**src/rtl/bram_port_arbiter_if.sv**
```systemverilog
// Two-requester BRAM access bundle: request/response pairs for the debug host (0)
// and user logic (1), plus the single BRAM command/data port they share.
interface bram_port_arbiter_if #(
  parameter int ADDR_WIDTH = 14,
  parameter int DATA_WIDTH = 16
);
  logic                  req0_valid;
  logic                  req0_ready;
  logic                  req0_we;
  logic [ADDR_WIDTH-1:0] req0_addr;
  logic [DATA_WIDTH-1:0] req0_wdata;
  logic                  rsp0_valid;
  logic [DATA_WIDTH-1:0] rsp0_rdata;

  logic                  req1_valid;
  logic                  req1_ready;
  logic                  req1_we;
  logic [ADDR_WIDTH-1:0] req1_addr;
  logic [DATA_WIDTH-1:0] req1_wdata;
  logic                  rsp1_valid;
  logic [DATA_WIDTH-1:0] rsp1_rdata;

  logic                  bram_en;
  logic                  bram_we;
  logic [ADDR_WIDTH-1:0] bram_addr;
  logic [DATA_WIDTH-1:0] bram_wdata;
  logic [DATA_WIDTH-1:0] bram_rdata;

  modport slave (
    input  req0_valid, req0_we, req0_addr, req0_wdata,
    output req0_ready, rsp0_valid, rsp0_rdata,
    input  req1_valid, req1_we, req1_addr, req1_wdata,
    output req1_ready, rsp1_valid, rsp1_rdata,
    output bram_en, bram_we, bram_addr, bram_wdata,
    input  bram_rdata
  );

  modport master (
    output req0_valid, req0_we, req0_addr, req0_wdata,
    input  req0_ready, rsp0_valid, rsp0_rdata,
    output req1_valid, req1_we, req1_addr, req1_wdata,
    input  req1_ready, rsp1_valid, rsp1_rdata,
    input  bram_en, bram_we, bram_addr, bram_wdata,
    output bram_rdata
  );
endinterface

```
**src/rtl/bram_port_arbiter.sv**
```systemverilog
// Round-robin arbiter sharing one BRAM port between two requesters; reads are
// tagged through a READ_LATENCY-deep pipeline and returned to their owner.
module bram_port_arbiter #(
  parameter int ADDR_WIDTH   = 14,
  parameter int DATA_WIDTH   = 16,
  parameter int READ_LATENCY = 2
) (
  input  logic               clk_in,
  input  logic               rst_in,
  bram_port_arbiter_if.slave bus
);
  logic                    grant0;
  logic                    grant1;
  logic                    accept;
  logic                    ptr_reg;
  logic                    en_reg;
  logic                    we_reg;
  logic                    tag_reg;
  logic [ADDR_WIDTH-1:0]   addr_reg;
  logic [DATA_WIDTH-1:0]   wdata_reg;
  logic [READ_LATENCY-1:0] pipe_valid_reg;
  logic [READ_LATENCY-1:0] pipe_tag_reg;

  // A lone requester wins outright; under contention the pointer decides.
  always_comb begin
    grant0 = 1'b0;
    grant1 = 1'b0;
    if (!rst_in) begin
      if (bus.req0_valid && (!bus.req1_valid || !ptr_reg)) begin
        grant0 = 1'b1;
      end else if (bus.req1_valid) begin
        grant1 = 1'b1;
      end
    end
  end

  assign accept         = grant0 | grant1;
  assign bus.req0_ready = grant0;
  assign bus.req1_ready = grant1;

  always_ff @(posedge clk_in or posedge rst_in) begin
    if (rst_in) begin
      ptr_reg   <= 1'b0;
      en_reg    <= 1'b0;
      we_reg    <= 1'b0;
      tag_reg   <= 1'b0;
      addr_reg  <= '0;
      wdata_reg <= '0;
    end else begin
      en_reg <= accept;
      we_reg <= grant0 ? bus.req0_we : (grant1 & bus.req1_we);
      if (accept) begin
        ptr_reg   <= grant0;
        tag_reg   <= grant1;
        addr_reg  <= grant0 ? bus.req0_addr  : bus.req1_addr;
        wdata_reg <= grant0 ? bus.req0_wdata : bus.req1_wdata;
      end
    end
  end

  assign bus.bram_en    = en_reg;
  assign bus.bram_we    = we_reg;
  assign bus.bram_addr  = addr_reg;
  assign bus.bram_wdata = wdata_reg;

  // Stage 0 is loaded as the BRAM samples the read, so the last stage lines up
  // with the cycle in which bram_rdata is valid.
  always_ff @(posedge clk_in or posedge rst_in) begin
    if (rst_in) begin
      pipe_valid_reg <= '0;
      pipe_tag_reg   <= '0;
    end else begin
      for (int i = READ_LATENCY - 1; i > 0; i--) begin
        pipe_valid_reg[i] <= pipe_valid_reg[i-1];
        pipe_tag_reg[i]   <= pipe_tag_reg[i-1];
      end
      pipe_valid_reg[0] <= en_reg & ~we_reg;
      pipe_tag_reg[0]   <= tag_reg;
    end
  end

  genvar gi;
  generate
    for (gi = 0; gi < 2; gi++) begin : gen_rsp
      logic                  valid_reg;
      logic [DATA_WIDTH-1:0] rdata_reg;
      logic                  hit;

      assign hit = pipe_valid_reg[READ_LATENCY-1] &&
                   (pipe_tag_reg[READ_LATENCY-1] == 1'(gi));

      always_ff @(posedge clk_in or posedge rst_in) begin
        if (rst_in) begin
          valid_reg <= 1'b0;
          rdata_reg <= '0;
        end else begin
          valid_reg <= hit;
          if (hit) begin
            rdata_reg <= bus.bram_rdata;
          end
        end
      end
    end
  endgenerate

  assign bus.rsp0_valid = gen_rsp[0].valid_reg;
  assign bus.rsp0_rdata = gen_rsp[0].rdata_reg;
  assign bus.rsp1_valid = gen_rsp[1].valid_reg;
  assign bus.rsp1_rdata = gen_rsp[1].rdata_reg;
endmodule
```
**src/flat_wrapper.sv**
```systemverilog
// flat-port wrapper written by rule: the top's interface ports become plain ports
module bram_port_arbiter_flat 
#(
  parameter int ADDR_WIDTH   = 14,
  parameter int DATA_WIDTH   = 16,
  parameter int READ_LATENCY = 2
)
  (clk_in, rst_in, bus_req0_valid, bus_req0_we, bus_req0_addr, bus_req0_wdata, bus_req0_ready, bus_rsp0_valid, bus_rsp0_rdata, bus_req1_valid, bus_req1_we, bus_req1_addr, bus_req1_wdata, bus_req1_ready, bus_rsp1_valid, bus_rsp1_rdata, bus_bram_en, bus_bram_we, bus_bram_addr, bus_bram_wdata, bus_bram_rdata);
  bram_port_arbiter_if #(.ADDR_WIDTH(ADDR_WIDTH), .DATA_WIDTH(DATA_WIDTH)) bus_i ();
  input  logic clk_in;
  input  logic rst_in;
  input wire logic [$bits(bus_i.req0_valid)-1:0] bus_req0_valid;
  input wire logic [$bits(bus_i.req0_we)-1:0] bus_req0_we;
  input wire logic [$bits(bus_i.req0_addr)-1:0] bus_req0_addr;
  input wire logic [$bits(bus_i.req0_wdata)-1:0] bus_req0_wdata;
  output wire logic [$bits(bus_i.req0_ready)-1:0] bus_req0_ready;
  output wire logic [$bits(bus_i.rsp0_valid)-1:0] bus_rsp0_valid;
  output wire logic [$bits(bus_i.rsp0_rdata)-1:0] bus_rsp0_rdata;
  input wire logic [$bits(bus_i.req1_valid)-1:0] bus_req1_valid;
  input wire logic [$bits(bus_i.req1_we)-1:0] bus_req1_we;
  input wire logic [$bits(bus_i.req1_addr)-1:0] bus_req1_addr;
  input wire logic [$bits(bus_i.req1_wdata)-1:0] bus_req1_wdata;
  output wire logic [$bits(bus_i.req1_ready)-1:0] bus_req1_ready;
  output wire logic [$bits(bus_i.rsp1_valid)-1:0] bus_rsp1_valid;
  output wire logic [$bits(bus_i.rsp1_rdata)-1:0] bus_rsp1_rdata;
  output wire logic [$bits(bus_i.bram_en)-1:0] bus_bram_en;
  output wire logic [$bits(bus_i.bram_we)-1:0] bus_bram_we;
  output wire logic [$bits(bus_i.bram_addr)-1:0] bus_bram_addr;
  output wire logic [$bits(bus_i.bram_wdata)-1:0] bus_bram_wdata;
  input wire logic [$bits(bus_i.bram_rdata)-1:0] bus_bram_rdata;
  assign bus_i.req0_valid = bus_req0_valid;
  assign bus_i.req0_we = bus_req0_we;
  assign bus_i.req0_addr = bus_req0_addr;
  assign bus_i.req0_wdata = bus_req0_wdata;
  assign bus_req0_ready = bus_i.req0_ready;
  assign bus_rsp0_valid = bus_i.rsp0_valid;
  assign bus_rsp0_rdata = bus_i.rsp0_rdata;
  assign bus_i.req1_valid = bus_req1_valid;
  assign bus_i.req1_we = bus_req1_we;
  assign bus_i.req1_addr = bus_req1_addr;
  assign bus_i.req1_wdata = bus_req1_wdata;
  assign bus_req1_ready = bus_i.req1_ready;
  assign bus_rsp1_valid = bus_i.rsp1_valid;
  assign bus_rsp1_rdata = bus_i.rsp1_rdata;
  assign bus_bram_en = bus_i.bram_en;
  assign bus_bram_we = bus_i.bram_we;
  assign bus_bram_addr = bus_i.bram_addr;
  assign bus_bram_wdata = bus_i.bram_wdata;
  assign bus_i.bram_rdata = bus_bram_rdata;
  bram_port_arbiter #(.ADDR_WIDTH(ADDR_WIDTH), .DATA_WIDTH(DATA_WIDTH), .READ_LATENCY(READ_LATENCY)) u_core (.clk_in(clk_in), .rst_in(rst_in), .bus(bus_i));
endmodule
```
**config.mk**
```make
export PLATFORM = sky130hd
export DESIGN_NAME = bram_port_arbiter_flat
export DESIGN_NICKNAME = d
export VERILOG_FILES = /design/src/rtl/bram_port_arbiter_if.sv /design/src/rtl/bram_port_arbiter.sv /design/src/flat_wrapper.sv
export SDC_FILE = /design/constraint.sdc
export NUM_CORES = 1
export LEC_CHECK = 0
export CAP_MARGIN = 25
export CORE_UTILIZATION = 44
export CTS_CLUSTER_DIAMETER = 120
export DETAILED_ROUTE_END_ITERATION = 12
export PLACE_DENSITY = 0.86
export SLEW_MARGIN = 5
export SYNTH_ARGS = -nofsm -noshare
export SYNTH_HDL_FRONTEND = slang
export SYNTH_SLANG_ARGS = --single-unit
```
**constraint.sdc**
```tcl
create_clock -name clk_in -period 10.3 [get_ports clk_in]
set_input_delay 2.06 -clock clk_in [delete_from_list [all_inputs] [get_ports clk_in]]
set_output_delay 2.06 -clock clk_in [all_outputs]
set_load 0.02 [all_outputs]
```
==> results.json <==
{
  "status": "finished clean",
  "grt_pass1_wl_um": 11200,
  "synth_edf_count": 0,
  "yosys.cell_types.count": 16,
  "ant_nets": 0,
  "synth.cell_area_mm2": 0.00310,
  "route.detailed.drc": 0,
  "grt.overflow.total": 0,
  "tns_ns": 0,
  "combPwrFrac_pct": 38.0,
  "netlist_top_cells_count": "sky130_fd_sc_hd__dfrtp_1, sky130_fd_sc_hd__mux2_2, sky130_fd_sc_hd__mux2_4",
  "wl_per_cell_um": 15.6,
  "leak_pwr_uw": 0.00208,
  "timing.hold.ws_ns": 0.351,
  "clock_sinks": 72,
  "criticalPathCategory": "input port to output pin",
  "route.vias.total": 2130,
  "count_of_hold_fix_buffers_inserted_at_cts": 0,
  "nets": 427,
  "antenna_violations_before_repair": 0,
  "rsz_0062_raised_after_global_routing": "false",
  "final_layout_size_suffix_gt1_share_pct": 32.6,
  "netlist_instances": 192,
  "relSlewSlack_pct": 39.2,
  "cts_buf_count": 9,
  "via_count_of_the_first_global_routing_pass": 2307,
  "fin_crit_sh_pct": 60.3,
  "seq_area_frac_synth_pct": 58.1,
  "die_area_mm2": 0.00739,
  "clock_tree.buffer_depth": 2,
  "syn_nets": 274,
  "final_hold_viols": 0,
  "netlist_top_cells_area": "sky130_fd_sc_hd__dfrtp_1, sky130_fd_sc_hd__mux2_2, sky130_fd_sc_hd__mux2_4, sky130_fd_sc_hd__buf_6, sky130_fd_sc_hd__buf_2",
  "wirelength_routed_um": 6970,
  "post_syn_area_per_cell_um2": 16.1,
  "die_h_um": 85.9,
  "postLayoutCellArea_mm2": 0.00487,
  "initial_core_util_pct": 45.6,
  "rows": 30,
  "timing.critical_path.fanout_max": 73,
  "placeableCoreArea_mm2": 0.00679,
  "synth_largest_type_area_fraction_pct": 58.1,
  "setup-violations-final": 0,
  "seqPwrFrac_pct": 39.7,
  "share_clk_of_total_power_pct": 22.3,
  "worst_setup_path_start_kind": "input port",
  "port-buffer-count": 149,
  "firstDrtPassIters": 4,
  "fin_crit_ns": 6.21,
  "share_of_flip_flops_with_an_asynchronous_set_or_reset_after_synthesis_pct": 100,
  "cts.repair.resized": 0,
  "worst_slew_pin_slew_ns": 0.912,
  "clk_pin_slew_worst_paths_ns": 0.08,
  "slowest_stage": "sky130_fd_sc_hd__buf_4",
  "totalPowerFinal_uw": 969,
  "worst_skew_pair.late_latency_ns": 0.33,
  "post-synth-top-count-cell": "sky130_fd_sc_hd__dfrtp_1",
  "cp_common_cell": "sky130_fd_sc_hd__clkdlybuf4s50_1",
  "insertedDiodeCount": 0,
  "worst_ep_arrival_time_ns": 4.15,
  "grt_start_max_net_pins": 74,
  "place_area_mm2": 0.00467,
  "timing_max_transition_violations_final": 0,
  "synthToLayoutAreaGrowth_pct": 56.9,
  "yosys_warnings": 0,
  "switching_share_pct": 30.3,
  "worstSetupEndpointType": "output pin",
  "post-synth-top-area-cell": "sky130_fd_sc_hd__dfrtp_1",
  "power.ir.vdd_worst_uv": 86.3,
  "crit_path_cell_trace": "clkdlybuf4s50_1, inv_2, buf_4, nand2_1, inv_1, clkdlybuf4s50_1",
  "crit_path_max_incr_delay_ns": 0.67,
  "final.setup_skew_ns": 0.00861,
  "synth_ff_type": "sky130_fd_sc_hd__dfrtp_1",
  "die_w_um": 85.9,
  "postCtsSetupRepairBufs": 0,
  "timing.max_cap.violations": 0,
  "finalWeightedCongestion": 0.704,
  "root_buffer": "sky130_fd_sc_hd__clkbuf_8",
  "max_freq_ghz": 0.161,
  "top_level_ports": 150,
  "powerDensity_mw_per_mm2": 199,
  "track_usage_pct": 20.1,
  "synth-seq-cells": 72,
  "tritoncts": "yes",
  "total_switching_power_uw": 294,
  "req_time_crit_path_ns": 8.24,
  "cts-htree-levels": 3,
  "drt-initial-drc-count": 28,
  "internal_power_uw": 675,
  "avgViaCountPerCell": 4.78,
  "place_hpwl_um": 5140,
  "hold_path_class": "register to register"
}
-- worst max-delay path, delay by kind of cell --
family | cells | cell delay [ns]
simple gates | 1 | 0.16
buf+inv | 5 | 1.91
-- path summary, 6_finish.rpt --
path | from | to | slack (ns) | depth (start not counted)
worst min register to register | u_core.pipe_valid_reg[0]$_DFF_PP0_ | u_core.pipe_valid_reg[1]$_DFF_PP0_ | 0.35 | 0
min in group asynchronous | rst_in | u_core.bus.bram_addr[10]$_DFFE_PP0P_ | 2.40 | 3
max in group asynchronous | rst_in | u_core.bus.bram_wdata[9]$_DFFE_PP0P_ | 7.28 | 3
worst min-delay path | u_core.pipe_valid_reg[0]$_DFF_PP0_ | u_core.pipe_valid_reg[1]$_DFF_PP0_ | 0.35 | 0
worst max-delay path | rst_in | bus_req0_ready | 4.09 | 6
worst max register to register | u_core.pipe_tag_reg[1]$_DFF_PP0_ | u_core.bus.rsp0_rdata[6]$_DFFE_PP0P_ | 8.68 | 2
-- metrics by stage --
stage	cells	utilization (%)	setup slack [ns]
after floorplan	192	-	3.74
after global placement	429	68.5	4.05
after detailed placement	430	68.7	4.02
after CTS	446	71.6	4.01
after global routing	446	71.6	3.82
final	446	71.6	4.09
-- cells in the final DEF, fill, tap and decap left out --
master,netlist,layout
sky130_fd_sc_hd__a21boi_1,1,1
sky130_fd_sc_hd__a21oi_1,1,1
sky130_fd_sc_hd__a32oi_1,1,1
sky130_fd_sc_hd__buf_4,1,2
sky130_fd_sc_hd__buf_8,0,1
sky130_fd_sc_hd__bufinv_16,0,1
sky130_fd_sc_hd__clkbuf_8,0,9
sky130_fd_sc_hd__clkdlybuf4s50_1,0,149
sky130_fd_sc_hd__clkinv_2,0,2
sky130_fd_sc_hd__clkinv_4,0,2
sky130_fd_sc_hd__clkinvlp_4,0,2
sky130_fd_sc_hd__dfrtp_1,72,72
sky130_fd_sc_hd__inv_1,4,3
sky130_fd_sc_hd__inv_2,0,1
sky130_fd_sc_hd__mux2_2,68,68
sky130_fd_sc_hd__mux2_4,24,24
sky130_fd_sc_hd__nand2_1,3,3
sky130_fd_sc_hd__nand2b_1,2,2
sky130_fd_sc_hd__nor2_1,1,1
sky130_fd_sc_hd__nor2b_1,3,1
sky130_fd_sc_hd__nor2b_2,0,2
sky130_fd_sc_hd__o21a_1,1,1
sky130_fd_sc_hd__o21ai_0,1,1
-- kinds of logic (layout without fill, tap and decap cells) --
logic type / Yosys count / count (layout) / share of synthesized area (%)
compound gates: 5 / 5 / 1.09
buf+inv: 14 / 172 / 2.99
flops: 72 / 72 / 58.1
mux: 92 / 92 / 36.3
simple gates: 9 / 9 / 1.49
-- power groups by stage --
stage          clock network, µW  registers, µW  logic (µW)
3_5_place_dp                   0            390         372
6_report                     216            384         368
4_1_cts                      223            385         373
3_3_place_gp                   0            388         364
2_1_floorplan                  0            467         108
5_1_grt                      236            393         390
-- final cells by class --
class	count	area, µm²
clock inverter	7	72.6
inverter	4	15.0
tap	96	120
timing repair buffer	152	1520
multi-input combinational	106	1210
clock buffer	9	124
fill	491	1930
sequential	72	1800
-- routing by layer --
| layer | up-vias | wire length, µm | global-route usage (%) |
|---|---|---|---|
| li1 | 978 | - | - |
| met5 | - | 0 | 0 |
| met3 | 11 | 685 | 8.76 |
| met4 | 0 | 87 | 7.58 |
| met1 | 1041 | 2640 | 22.5 |
| met2 | 100 | 3560 | 34.0 |
(Power assumes the default switching activity.)
